`config.mk`:
```
export PLATFORM = sky130hd
export DESIGN_NAME = serial_word_equality
export DESIGN_NICKNAME = d
export VERILOG_FILES = /design/src/rtl/serial_eq_pkg.sv /design/src/rtl/serial_word_equality_onebit.sv /design/src/rtl/serial_word_equality.sv
export SDC_FILE = /design/constraint.sdc
export NUM_CORES = 1
export LEC_CHECK = 0
export CORE_UTILIZATION = 40
export CTS_CLUSTER_SIZE = 20
export DETAILED_ROUTE_END_ITERATION = 16
export GPL_TIMING_DRIVEN = 0
export PLACE_DENSITY = 0.73
export REMOVE_ABC_BUFFERS = 1
export SLEW_MARGIN = 20
export SYNTH_ARGS = -nofsm -noshare
export SYNTH_HDL_FRONTEND = slang
export SYNTH_SLANG_ARGS = --single-unit
```
`constraint.sdc`:
```
create_clock -name clk -period 3 [get_ports clk]
set_clock_uncertainty 0.15 [all_clocks]
set_input_delay 0.6 -clock clk [delete_from_list [all_inputs] [get_ports clk]]
set_output_delay 0.6 -clock clk [all_outputs]
set_load 0.1 [all_outputs]
```
`src/rtl/serial_eq_pkg.sv`:
```
// Shared state encoding for the bit-serial word equality comparator.
package serial_eq_pkg;
  localparam logic [1:0] ST_IDLE    = 2'd0;
  localparam logic [1:0] ST_COMPARE = 2'd1;
  localparam logic [1:0] ST_DONE    = 2'd2;
endpackage

```
`src/rtl/serial_word_equality_onebit.sv`:
```
// One-bit XNOR equality cell: eq_o is high when both inputs match.
module oneBitEquality (
  input  logic a_i,
  input  logic b_i,
  output logic eq_o
);
  assign eq_o = ~(a_i ^ b_i);
endmodule

```
`src/rtl/serial_word_equality.sv`:
```
// Bit-serial WIDTH-bit equality comparator: checks LSB first through a single
// one-bit XNOR cell and stops at the first differing bit.
module serial_word_equality
  import serial_eq_pkg::*;
#(
  parameter int WIDTH = 8,
  parameter int IDX_W = $clog2(WIDTH)
) (
  input  logic             clk,
  input  logic             rst_n,
  input  logic             start,
  input  logic [WIDTH-1:0] a,
  input  logic [WIDTH-1:0] b,
  output logic             busy,
  output logic             done,
  output logic             equal,
  output logic [IDX_W-1:0] diff_idx
);

  typedef enum logic [1:0] {
    S_IDLE    = ST_IDLE,
    S_COMPARE = ST_COMPARE,
    S_DONE    = ST_DONE
  } state_t;

  localparam logic [IDX_W-1:0] LAST_IDX = IDX_W'(WIDTH - 1);

  state_t           state_q, state_d;
  logic [WIDTH-1:0] sa_q, sa_d;
  logic [WIDTH-1:0] sb_q, sb_d;
  logic [IDX_W-1:0] idx_q, idx_d;
  logic             equal_q, equal_d;
  logic [IDX_W-1:0] diff_idx_q, diff_idx_d;
  logic             eq_bit;

  oneBitEquality u_eq_cell (
    .a_i  (sa_q[0]),
    .b_i  (sb_q[0]),
    .eq_o (eq_bit)
  );

  always_ff @(posedge clk) begin
    if (!rst_n) begin
      state_q    <= S_IDLE;
      sa_q       <= '0;
      sb_q       <= '0;
      idx_q      <= '0;
      equal_q    <= 1'b0;
      diff_idx_q <= '0;
    end else begin
      state_q    <= state_d;
      sa_q       <= sa_d;
      sb_q       <= sb_d;
      idx_q      <= idx_d;
      equal_q    <= equal_d;
      diff_idx_q <= diff_idx_d;
    end
  end

  always_comb begin
    state_d    = state_q;
    sa_d       = sa_q;
    sb_d       = sb_q;
    idx_d      = idx_q;
    equal_d    = equal_q;
    diff_idx_d = diff_idx_q;
    case (state_q)
      S_IDLE: begin
        if (start) begin
          sa_d       = a;
          sb_d       = b;
          idx_d      = '0;
          equal_d    = 1'b0;
          diff_idx_d = '0;
          state_d    = S_COMPARE;
        end
      end
      S_COMPARE: begin
        if (!eq_bit) begin
          equal_d    = 1'b0;
          diff_idx_d = idx_q;
          state_d    = S_DONE;
        end else if (idx_q == LAST_IDX) begin
          equal_d    = 1'b1;
          diff_idx_d = '0;
          state_d    = S_DONE;
        end else begin
          // Counter cannot wrap: the branch above always exits at the last bit.
          sa_d  = {1'b0, sa_q[WIDTH-1:1]};
          sb_d  = {1'b0, sb_q[WIDTH-1:1]};
          idx_d = idx_q + 1'b1;
        end
      end
      S_DONE:  state_d = S_IDLE;
      default: state_d = S_IDLE;
    endcase
  end

  assign busy     = (state_q == S_COMPARE);
  assign done     = (state_q == S_DONE);
  assign equal    = equal_q;
  assign diff_idx = diff_idx_q;

endmodule

```
# After elaboration in Yosys (flattened, before gate mapping)
# Index checks and enable logic that the tools add are counted.
dict set report word_totals {
  regBits 25
  inputBits 19
  output_inout_bits 6
  word_cells 43
}
dict set report classes {
  addsub 1
  n_eq_ne 7
  muxes 23
  bitwise_logic 1
  reduce_logical 5
}
# operator n
set ops {}
lappend ops {{two-way mux 8 bit} 6}
lappend ops {{one-hot mux 8 bit (2 select lines)} 2}
lappend ops {{two-way mux 3 bit} 5}
lappend ops {{one-hot mux 3 bit (2 select lines)} 2}
lappend ops {{two-way mux 2 bit} 3}
lappend ops {{!= test 2 bit, second input constant} 3}
lappend ops {{one-hot mux 2 bit (2 select lines)} 1}
lappend ops {{AND reduction 4 bit} 1}
lappend ops {{adder 3 x 1 -> 3 bit, second input constant} 1}
lappend ops {{== test 3 bit, second input constant} 1}
lappend ops {{two-way mux 1 bit} 3}
lappend ops {{!= test 3 x 1 -> 1 bit, second input constant} 1}
lappend ops {{AND reduction 3 bit} 1}
lappend ops {{== test 2 x 1 -> 1 bit, second input constant} 1}
lappend ops {{== test 2 bit, second input constant} 1}
lappend ops {{zero test 2 bit} 1}
lappend ops {{one-hot mux 1 bit (2 select lines)} 1}
lappend ops {{AND reduction 2 bit} 1}
lappend ops {{nonzero test 2 bit} 1}
lappend ops {{XOR 1 bit} 1}

# Logic depth before layout (Yosys ltp)
# Gate-level depths: netlist (run 1).
dict set report depth {
  ltp_word 4
  depth_mapped 6
  mapped_depth_nobuf 5
}

# Hierarchy
# Synthesis (run 1) repeated with hierarchy kept, for this count alone.
dict set report hier_totals {
  cells_unflattened 132
  area_unflattened_um2 1203.7
}
# module n_inst cells_per_inst area_per_inst_um2 seq_area_each_um2
set by_module_without_submodules {}
lappend by_module_without_submodules {serial_word_equality 1 131 1194.9 500.5}
lappend by_module_without_submodules {oneBitEquality 1 1 8.8 0.0}

# Worst setup path after synthesis (run 1)
# Ideal clock, no wire load.
dict set report synth_timing {
  path_type {register to output}
  start {register state_q[0]}
  end {output port done}
  arrival_time_ps 1959
  t_required_ps 2250
  slack_ps 291
  path_stages_with_launch 4
  path_buffers 2
  path_cell_list {dfxtp_1 buf_2 buf_2 nor2b_1}
}
dict set report synth_via {
  elab_chain_len 1
}
# element line_no
set synth_rtl {}
lappend synth_rtl {{start: declaration} serial_word_equality.sv:28} ;# state_t state_q, state_d;
lappend synth_rtl {{start signal: assignment} serial_word_equality.sv:51} ;# state_q <= state_d;
lappend synth_rtl {{== test 2 bit} serial_word_equality.sv:100} ;# assign done = (state_q == S_DONE);
lappend synth_rtl {{end: declaration} serial_word_equality.sv:15} ;# output logic done,
# Every way passes these cells.

# Worst setup path in the final report (run 1)
dict set report layout_timing {
  start {register state_q[0]}
  end {output port busy}
}
dict set report layout_via {
  elab_chain_len 1
}
# element line_no
set layout_rtl {}
lappend layout_rtl {{== test 2 x 1 -> 1 bit} serial_word_equality.sv:99} ;# assign busy = (state_q == S_COMPARE);
lappend layout_rtl {{end: declaration} serial_word_equality.sv:14} ;# output logic busy,
# Every way passes these cells.

==> results_dict.tcl, run 1 <==
set metrics [dict create \
    status "finished clean" \
    clock.fmax_mhz 364 \
    critPathLaunchType "flip-flop" \
    fillers 297 \
    synth.avg_cell_area_um2 9.33 \
    layout_commonest_cell "dfxtp_1" \
    antenna_cells 0 \
    grt_pass1_wl_um 4610 \
    portBuffers 24 \
    grt_max_degree 38 \
    layout_common_cells "dfxtp_1 (25), clkdlybuf4s50_1 (21), nand2_1 (16)" \
    synth_edf_count 0 \
    required_ps 2250 \
    row_count 20 \
    syn_to_final_growth_pct 20.0 \
    post-cts-setup-buffer-count 0 \
    synthesis.area_um2 1280 \
    core_um2 3050 \
    cts_tree "done" \
    maxSlewHeadroom_pct 33.3 \
    grt_remaining_overflow 0 \
    grt_usage_pct 17.7 \
    grt_pass1_vias 998 \
    synth-seq-cells 25 \
    wl_met3_um 99 \
    seq_area_frac_synth_pct 39.1 \
    ys_dominant_reg_cell "dfxtp_1" \
    cp.arrival_ps 2000 \
    drt_iter0_drc 68 \
    hold_viol 0 \
    cts.clk_slew.worst_paths_ps 130 \
    slowest_stage "dfxtp_1" \
    wire_per_inst_um 13.2 \
    die_w_um 58.5 \
    drc 0 \
    ys.warnings.count 0 \
    detail-route-antenna-nets 0 \
    routabilityCongestion 0.776 \
    io_pins 25 \
    hold_class "flip-flop to flip-flop" \
    ir_drop_mv 0.165 \
    worst_pin_slew_ps 997 \
    clk_latency_ps 310 \
    wl_met2_um 1340 \
    synth_cells 137 \
    period_share_pct 91.6 \
    p_leak_nw 0.599 \
    fin_nets 177 \
    cts.path.max_buffers 2 \
    via_per_inst 5.31 \
    dieArea_um2 3430 \
    cts_root_buffer "clkbuf_4" \
    place_hpwl_um 1820 \
    htreeDepth 1 \
    ys_async_sr_fraction_pct 0 \
    critPathMaxFanout 21 \
    initial_core_util_pct 41.9 \
    rsz0062_at_grt "no" \
    slowest_delay_ps 760 \
    cellPowerDensity_nw_per_um2 495 \
    ys_types 33 \
    dieHeight_um 58.5 \
    drive_gt1_share_pct 7.10 \
    wirelength_um 2630 \
    place_ws_ps 40.9 \
    wirelength_met1_um 1150 \
    cp_cell_sequence "and2b_1 -> clkdlybuf4s15_2" \
    vias 1057 \
    setup_ws_ps 253 \
    highest_layer "met4" \
    drv_cap 0 \
    endpoint_kind "output pin" \
    cts_buffers 3 \
    fin_setup_tns_ps 0 \
    slew_violations 0 \
    period_needed_ps 2750 \
    setup_viol 0 \
    drtPass1Iterations 5 \
    antenna_found_initial 0 \
    cts_sinks 25 \
    crit_type "flip-flop to output pin" \
    holdBufCountCts 0 \
]
## synth_stat cells (all sizes together), types with 3 or more instances
master / count / area, um^2
a21oi: 5 / 36.3
inv: 6 / 22.5
a32oi: 3 / 26.3
nor2: 3 / 11.3
or2: 14 / 87.6
mux2i: 14 / 140
nand3: 3 / 15.0
dfxtp: 25 / 500
nand2: 16 / 60.1
buf: 7 / 51.3
o211ai: 14 / 105
and3: 4 / 25.0
clkbuf: 3 / 11.3
## path summary, 6_finish.rpt
path,to,from,cells past startpoint,slack [ps]
worst max-delay path,busy,state_q[0]$_SDFFE_PN0P_,2,250
worst min-delay path,sa_q[4]$_SDFFE_PN0P_,sa_q[4]$_SDFFE_PN0P_,2,320
worst max register to register,sb_q[7]$_SDFFE_PN0P_,sb_q[0]$_SDFFE_PN0P_,3,910
worst min register to register,sa_q[4]$_SDFFE_PN0P_,sa_q[4]$_SDFFE_PN0P_,2,320
## state kept, by name, summed over array words and instances, names as in the netlist
name      count
idx_q         3
sa_q          8
state_q       2
diff_idx      3
equal         1
sb_q          8
## per-stage QoR
| stage | cell area, um^2 | power [mW] | util [%] | std cells | hold WS [ps] |
|---|---|---|---|---|---|
| 2_1_floorplan | 1220 | 0.551 | - | 127 | 288 |
| 3_3_place_gp | 1510 | 0.612 | 49.5 | 195 | 296 |
| 3_5_place_dp | 1510 | 0.620 | 49.5 | 195 | 302 |
| 4_1_cts | 1540 | 0.767 | 50.4 | 199 | 321 |
| 5_1_grt | 1530 | 0.809 | 50.2 | 199 | 347 |
| 6_report | 1530 | 0.759 | 50.2 | 199 | 321 |
## power by group
group,switching (mW),total [mW],leakage (nW),internal [mW]
Clock,0.0986,0.149,0.0177,0.0499
Sequential,0.0310,0.400,0.205,0.369
Combinational,0.120,0.211,0.376,0.0906
Total,0.250,0.759,0.599,0.509
## routing by layer
layer | GRT usage (%) | up-vias
li1 | - | 522
met1 | 22.0 | 494
met2 | 29.4 | 35
met3 | 3.08 | 6
met4 | 8.84 | 0
met5 | 0 | -
## kinds of logic after synthesis
family / synth area share [%]
XOR/XNOR: 1.37
flip-flops: 39.1
adder cells (fa/ha/maj): 1.96
AND/OR/NAND/NOR: 20.1
multiplexers: 11.0
buffers and inverters: 6.65
AO/OA/AOI/OAI: 19.9
## area by class of cell
class	count	area (um^2)	share of cell area, %
Clock buffer	3	22.5	1.47
Inverter	6	22.5	1.47
Sequential cell	25	500	32.6
Timing Repair Buffer	24	235	15.3
Tap cell	44	55.1	3.59
Multi-Input combinational cell	96	693	45.2
Clock inverter	1	5.00	0.326
## worst max-delay path: cells and delay by family (launching register included)
kind / cells / cell delay [ps]
buffers and inverters: 1 / 590
flip-flops: 1 / 760
AND/OR/NAND/NOR: 1 / 330
## what timing repair did
item / in CTS / in global routing
setup endpoints to repair: 2 / 0
gates resized for setup: 4 / 0
endpoints found under the hold margin: 0 / 0
No activity file was read; power rests on OpenSTA's default activity.
==> run 2: changes to the inputs <==
--- a/constraint.sdc
+++ b/constraint.sdc
@@ -4,2 +4,2 @@
 set_output_delay 0.6 -clock clk [all_outputs]
-set_load 0.1 [all_outputs]
+set_load 0.05 [all_outputs]
==> results_dict.tcl, run 2 (synthesized netlist as in run 1, its figures left out) <==
set metrics [dict create \
    syn_to_final_growth_pct 20.1 \
    cts_sinks 25 \
    fin_nets 177 \
    antenna_found_initial 0 \
    final_cell_area_um2 1540 \
    cellPowerDensity_nw_per_um2 489 \
    cp_cell_sequence "and2b_1 -> clkdlybuf4s50_1" \
    initial_core_util_pct 41.9 \
    cts.clk_slew.worst_paths_ps 130 \
    maxSlewHeadroom_pct 33.4 \
    post-place-cells 195 \
    detail-route-antenna-nets 0 \
    vias 1050 \
    holdBufCountCts 0 \
    wire_per_inst_um 13.3 \
    via_per_inst 5.28 \
    drtPass1Iterations 4 \
    routabilityCongestion 0.776 \
    hold_viol 0 \
    htreeDepth 1 \
    slowest_stage "clkdlybuf4s50_1" \
    antenna_cells 0 \
    layout_commonest_cell "dfxtp_1" \
    setup_viol 0 \
    place_hpwl_um 1820 \
    busiest_layer "met2" \
    slowest_delay_ps 840 \
    period_needed_ps 2760 \
    cts.path.max_buffers 2 \
    hold_ws_ps 321 \
    grt_use_met2_pct 29.2 \
    grt_usage_pct 17.6 \
    placed_area_um2 1510 \
    drv_cap 0 \
    row_count 20 \
    fin_setup_tns_ps 0 \
    grt_max_degree 38 \
    ir_drop_mv 0.165 \
    clock.fmax_mhz 363 \
    gr-usage-met3_pct 3.08 \
    hold_class "flip-flop to flip-flop" \
    portBuffers 24 \
    switching_share_pct 32.0 \
    clk_latency_ps 320 \
    p_int_mw 0.511 \
    post-cts-setup-buffer-count 0 \
    crit_type "flip-flop to output pin" \
    status "finished clean" \
    drc 0 \
    endpoint_kind "output pin" \
    period_share_pct 91.9 \
    switching_power_mw 0.240 \
    cts_root_buffer "clkbuf_4" \
    pwr-share-comb_pct 26.8 \
    rsz0062_at_grt "no" \
    slew_violations 0 \
    critPathMaxFanout 21 \
    drive_gt1_share_pct 7.10 \
    core_um2 3050 \
    die_w_um 58.5 \
    cts_tree "done" \
    worst_pin_slew_ps 992 \
    largest_registers "sa_q (8), sb_q (8)" \
    clkPwrFrac_pct 19.9 \
    grt_remaining_overflow 0 \
    io_pins 25 \
    critPathLaunchType "flip-flop" \
    p_total_mw 0.751 \
    layout_common_cells "dfxtp_1 (24), clkdlybuf4s50_1 (23), nand2_1 (16)" \
    p_leak_nw 0.594 \
    use_met1_pct 22.0 \
    wirelength_um 2640 \
    dieArea_um2 3430 \
    final-instance-count-excl-fill 199 \
    post_cts_resized 1 \
    p_seq_share_pct 53.3 \
    dieHeight_um 58.5 \
    required_ps 2250 \
    grt_pass1_wl_um 4600 \
    cts_buffers 3 \
    drt_iter0_drc 76 \
    cp.arrival_ps 2010 \
    grt_pass1_vias 999 \
    regToRegSetupSlack_ps 890 \
    fillers 295 \
]
## run 2: cell types whose count changed in the layout (fill, tap and decap cells not counted), sizes merged
cell	delta
dlygate4sd2	-1
clkdlybuf4s50	+2
clkdlybuf4s15	-1
## run 2: stage by stage
step | util, % | setup slack, ps
2_1_floorplan | - | 1080
3_3_place_gp | 49.5 | 376
3_5_place_dp | 49.5 | 372
4_1_cts | 50.5 | 222
5_1_grt | 50.3 | 131
6_report | 50.3 | 242
## run 2: final cells by class
type	count	area (um^2)	share of cell area, %
Sequential cell	25	502	32.7
Clock inverter	1	5.00	0.326
Multi-Input combinational cell	96	693	45.2
Inverter	6	22.5	1.47
Clock buffer	3	22.5	1.47
Tap cell	44	55.1	3.59
Timing Repair Buffer	24	235	15.3
## run 2: worst max-delay path, delay by kind of cell, from the launching register on
kind	cells	cell delay, ps
flops	1	570
buf+inv	1	840
simple gates	1	290
## run 2: power by group through the flow
stage               Sequential, mW  Combinational, mW  Clock (mW)
floorplan                    0.399              0.141           0
global placement             0.406              0.196           0
detailed placement           0.407              0.202           0
CTS                          0.400              0.203       0.155
global route                 0.407              0.221       0.171
finish                       0.400              0.202       0.149
## run 2: final timing paths
path,from,end,depth (start not counted)
worst max-delay path,state_q[0]$_SDFFE_PN0P_,busy,2
worst max register to register,sb_q[0]$_SDFFE_PN0P_,sb_q[7]$_SDFFE_PN0P_,3
worst min-delay path,sa_q[4]$_SDFFE_PN0P_,sa_q[4]$_SDFFE_PN0P_,2
worst min register to register,sa_q[4]$_SDFFE_PN0P_,sa_q[4]$_SDFFE_PN0P_,2
## run 2: routing by layer
layer | part of all wire, % | wire (um)
met5 | 0 | 0
met4 | 1.4 | 37
met3 | 4.2 | 111
met2 | 51 | 1340
met1 | 44 | 1150
==> run 3: changes to the inputs <==
Settings changed: REMOVE_ABC_BUFFERS 1 to not set.
==> results_dict.tcl, run 3 (synthesized netlist as in run 1, its figures left out) <==
set metrics [dict create \
    cts_sinks 25 \
    drt_iter0_drc 31 \
    detail-route-antenna-nets 0 \
    endpoint_kind "output pin" \
    clock.fmax_mhz 360 \
    grt_usage_pct 17.5 \
    io_pins 25 \
    switching_power_mw 0.249 \
    hold_class "flip-flop to flip-flop" \
    wire_per_inst_um 13.0 \
    layout_common_cells "dfxtp_1 (25), clkdlybuf4s50_1 (23), nand2_1 (16)" \
    hold_viol 0 \
    grt_pass1_vias 1066 \
    fillers 316 \
    placed_area_um2 1560 \
    post-cts-setup-buffer-count 0 \
    core_um2 3050 \
    initial_core_util_pct 41.9 \
    layout_commonest_cell "dfxtp_1" \
    p_leak_nw 0.626 \
    status "finished clean" \
    synth.net_count 158 \
    vias 1088 \
    cts_root_buffer "clkbuf_4" \
    antenna_found_initial 0 \
    crit_type "flip-flop to output pin" \
    final-instance-count-excl-fill 208 \
    via_per_inst 5.23 \
    largest_registers "sa_q (8), sb_q (8)" \
    hold_ws_ps 323 \
    pwr-share-comb_pct 30.3 \
    final_cell_area_um2 1590 \
    post_cts_resized 0 \
    wirelength_um 2710 \
    required_ps 2250 \
    maxSlewHeadroom_pct 67.2 \
    cts.clk_slew.worst_paths_ps 140 \
    cts.path.max_buffers 2 \
    drive_gt1_share_pct 9.15 \
    htreeDepth 1 \
    routabilityCongestion 0.755 \
    drv_cap 0 \
    setup_ws_ps 225 \
    final-seq-area_um2 500 \
    dieHeight_um 58.5 \
    die_w_um 58.5 \
    fin_setup_tns_ps 0 \
    switching_share_pct 31.9 \
    antenna_cells 0 \
    p_seq_share_pct 50.4 \
    grt_pass1_wl_um 4690 \
    slew_violations 0 \
    row_count 20 \
    critPathLaunchType "flip-flop" \
    dieArea_um2 3430 \
    grt_max_degree 15 \
    setup_viol 0 \
    p_int_mw 0.530 \
    drtPass1Iterations 4 \
    period_share_pct 92.5 \
    multi_input_area_um2 693 \
    fin_nets 186 \
    grt_remaining_overflow 0 \
    portBuffers 23 \
    syn_to_final_growth_pct 24.5 \
    cellPowerDensity_nw_per_um2 489 \
    rsz0062_at_grt "no" \
    place_hpwl_um 2060 \
    cts_tree "done" \
    cts_buffers 3 \
    clk_latency_ps 310 \
    post-place-cells 204 \
    place_ws_ps 593 \
    cp.arrival_ps 2030 \
    critPathMaxFanout 10 \
    clkPwrFrac_pct 19.2 \
    holdBufCountCts 0 \
    ir_drop_mv 0.225 \
    period_needed_ps 2780 \
    worst_pin_slew_ps 491 \
    drc 0 \
]
run 3: layout make-up:
class | count | share of cell area [%]
Inverter | 6 | 1.42
Buffer | 10 | 3.93
Sequential cell | 25 | 31.4
Clock inverter | 1 | 0.314
Clock buffer | 3 | 1.42
Multi-Input combinational cell | 96 | 43.6
Tap cell | 44 | 3.46
Timing Repair Buffer | 23 | 14.5
run 3: final timing paths:
check                          startpoint              endpoint  slack [ps]  cells after the start
setup / recovery  state_q[0]$_SDFFE_PN0P_                  busy         220                      4
hold / removal       sa_q[3]$_SDFFE_PN0P_  sa_q[3]$_SDFFE_PN0P_         320                      2
hold reg to reg      sa_q[3]$_SDFFE_PN0P_  sa_q[3]$_SDFFE_PN0P_         320                      2
setup reg to reg    idx_q[0]$_SDFFE_PN0P_  sb_q[6]$_SDFFE_PN0P_        1110                      6
run 3: power groups by stage:
stage               registers, mW  clock network [mW]  logic, mW
floorplan                   0.394                   0      0.175
global placement            0.398                   0      0.227
detailed placement          0.400                   0      0.236
CTS                         0.393               0.156      0.238
global route                0.397               0.165      0.258
finish                      0.393               0.150      0.236
run 3: critical path: stages (launching register included):
cell             delay (ps)
dfxtp_1                 380
buf_2                   220
and2b_1                 140
buf_2                   160
clkdlybuf4s50_1         810
run 3: routing by layer:
layer | global-route usage (%) | vias to the layer above | part of all wire, %
li1 | - | 543 | -
met1 | 22.0 | 524 | 47
met2 | 31.7 | 19 | 50
met3 | 1.98 | 2 | 2.8
met4 | 5.10 | 0 | 0.44
met5 | 0 | - | 0
run 3: stage by stage:
stage,utilization (%),power (mW)
floorplan,-,0.570
global placement,51.2,0.625
detailed placement,51.2,0.637
CTS,52.1,0.786
global route,52.1,0.819
finish,52.1,0.779
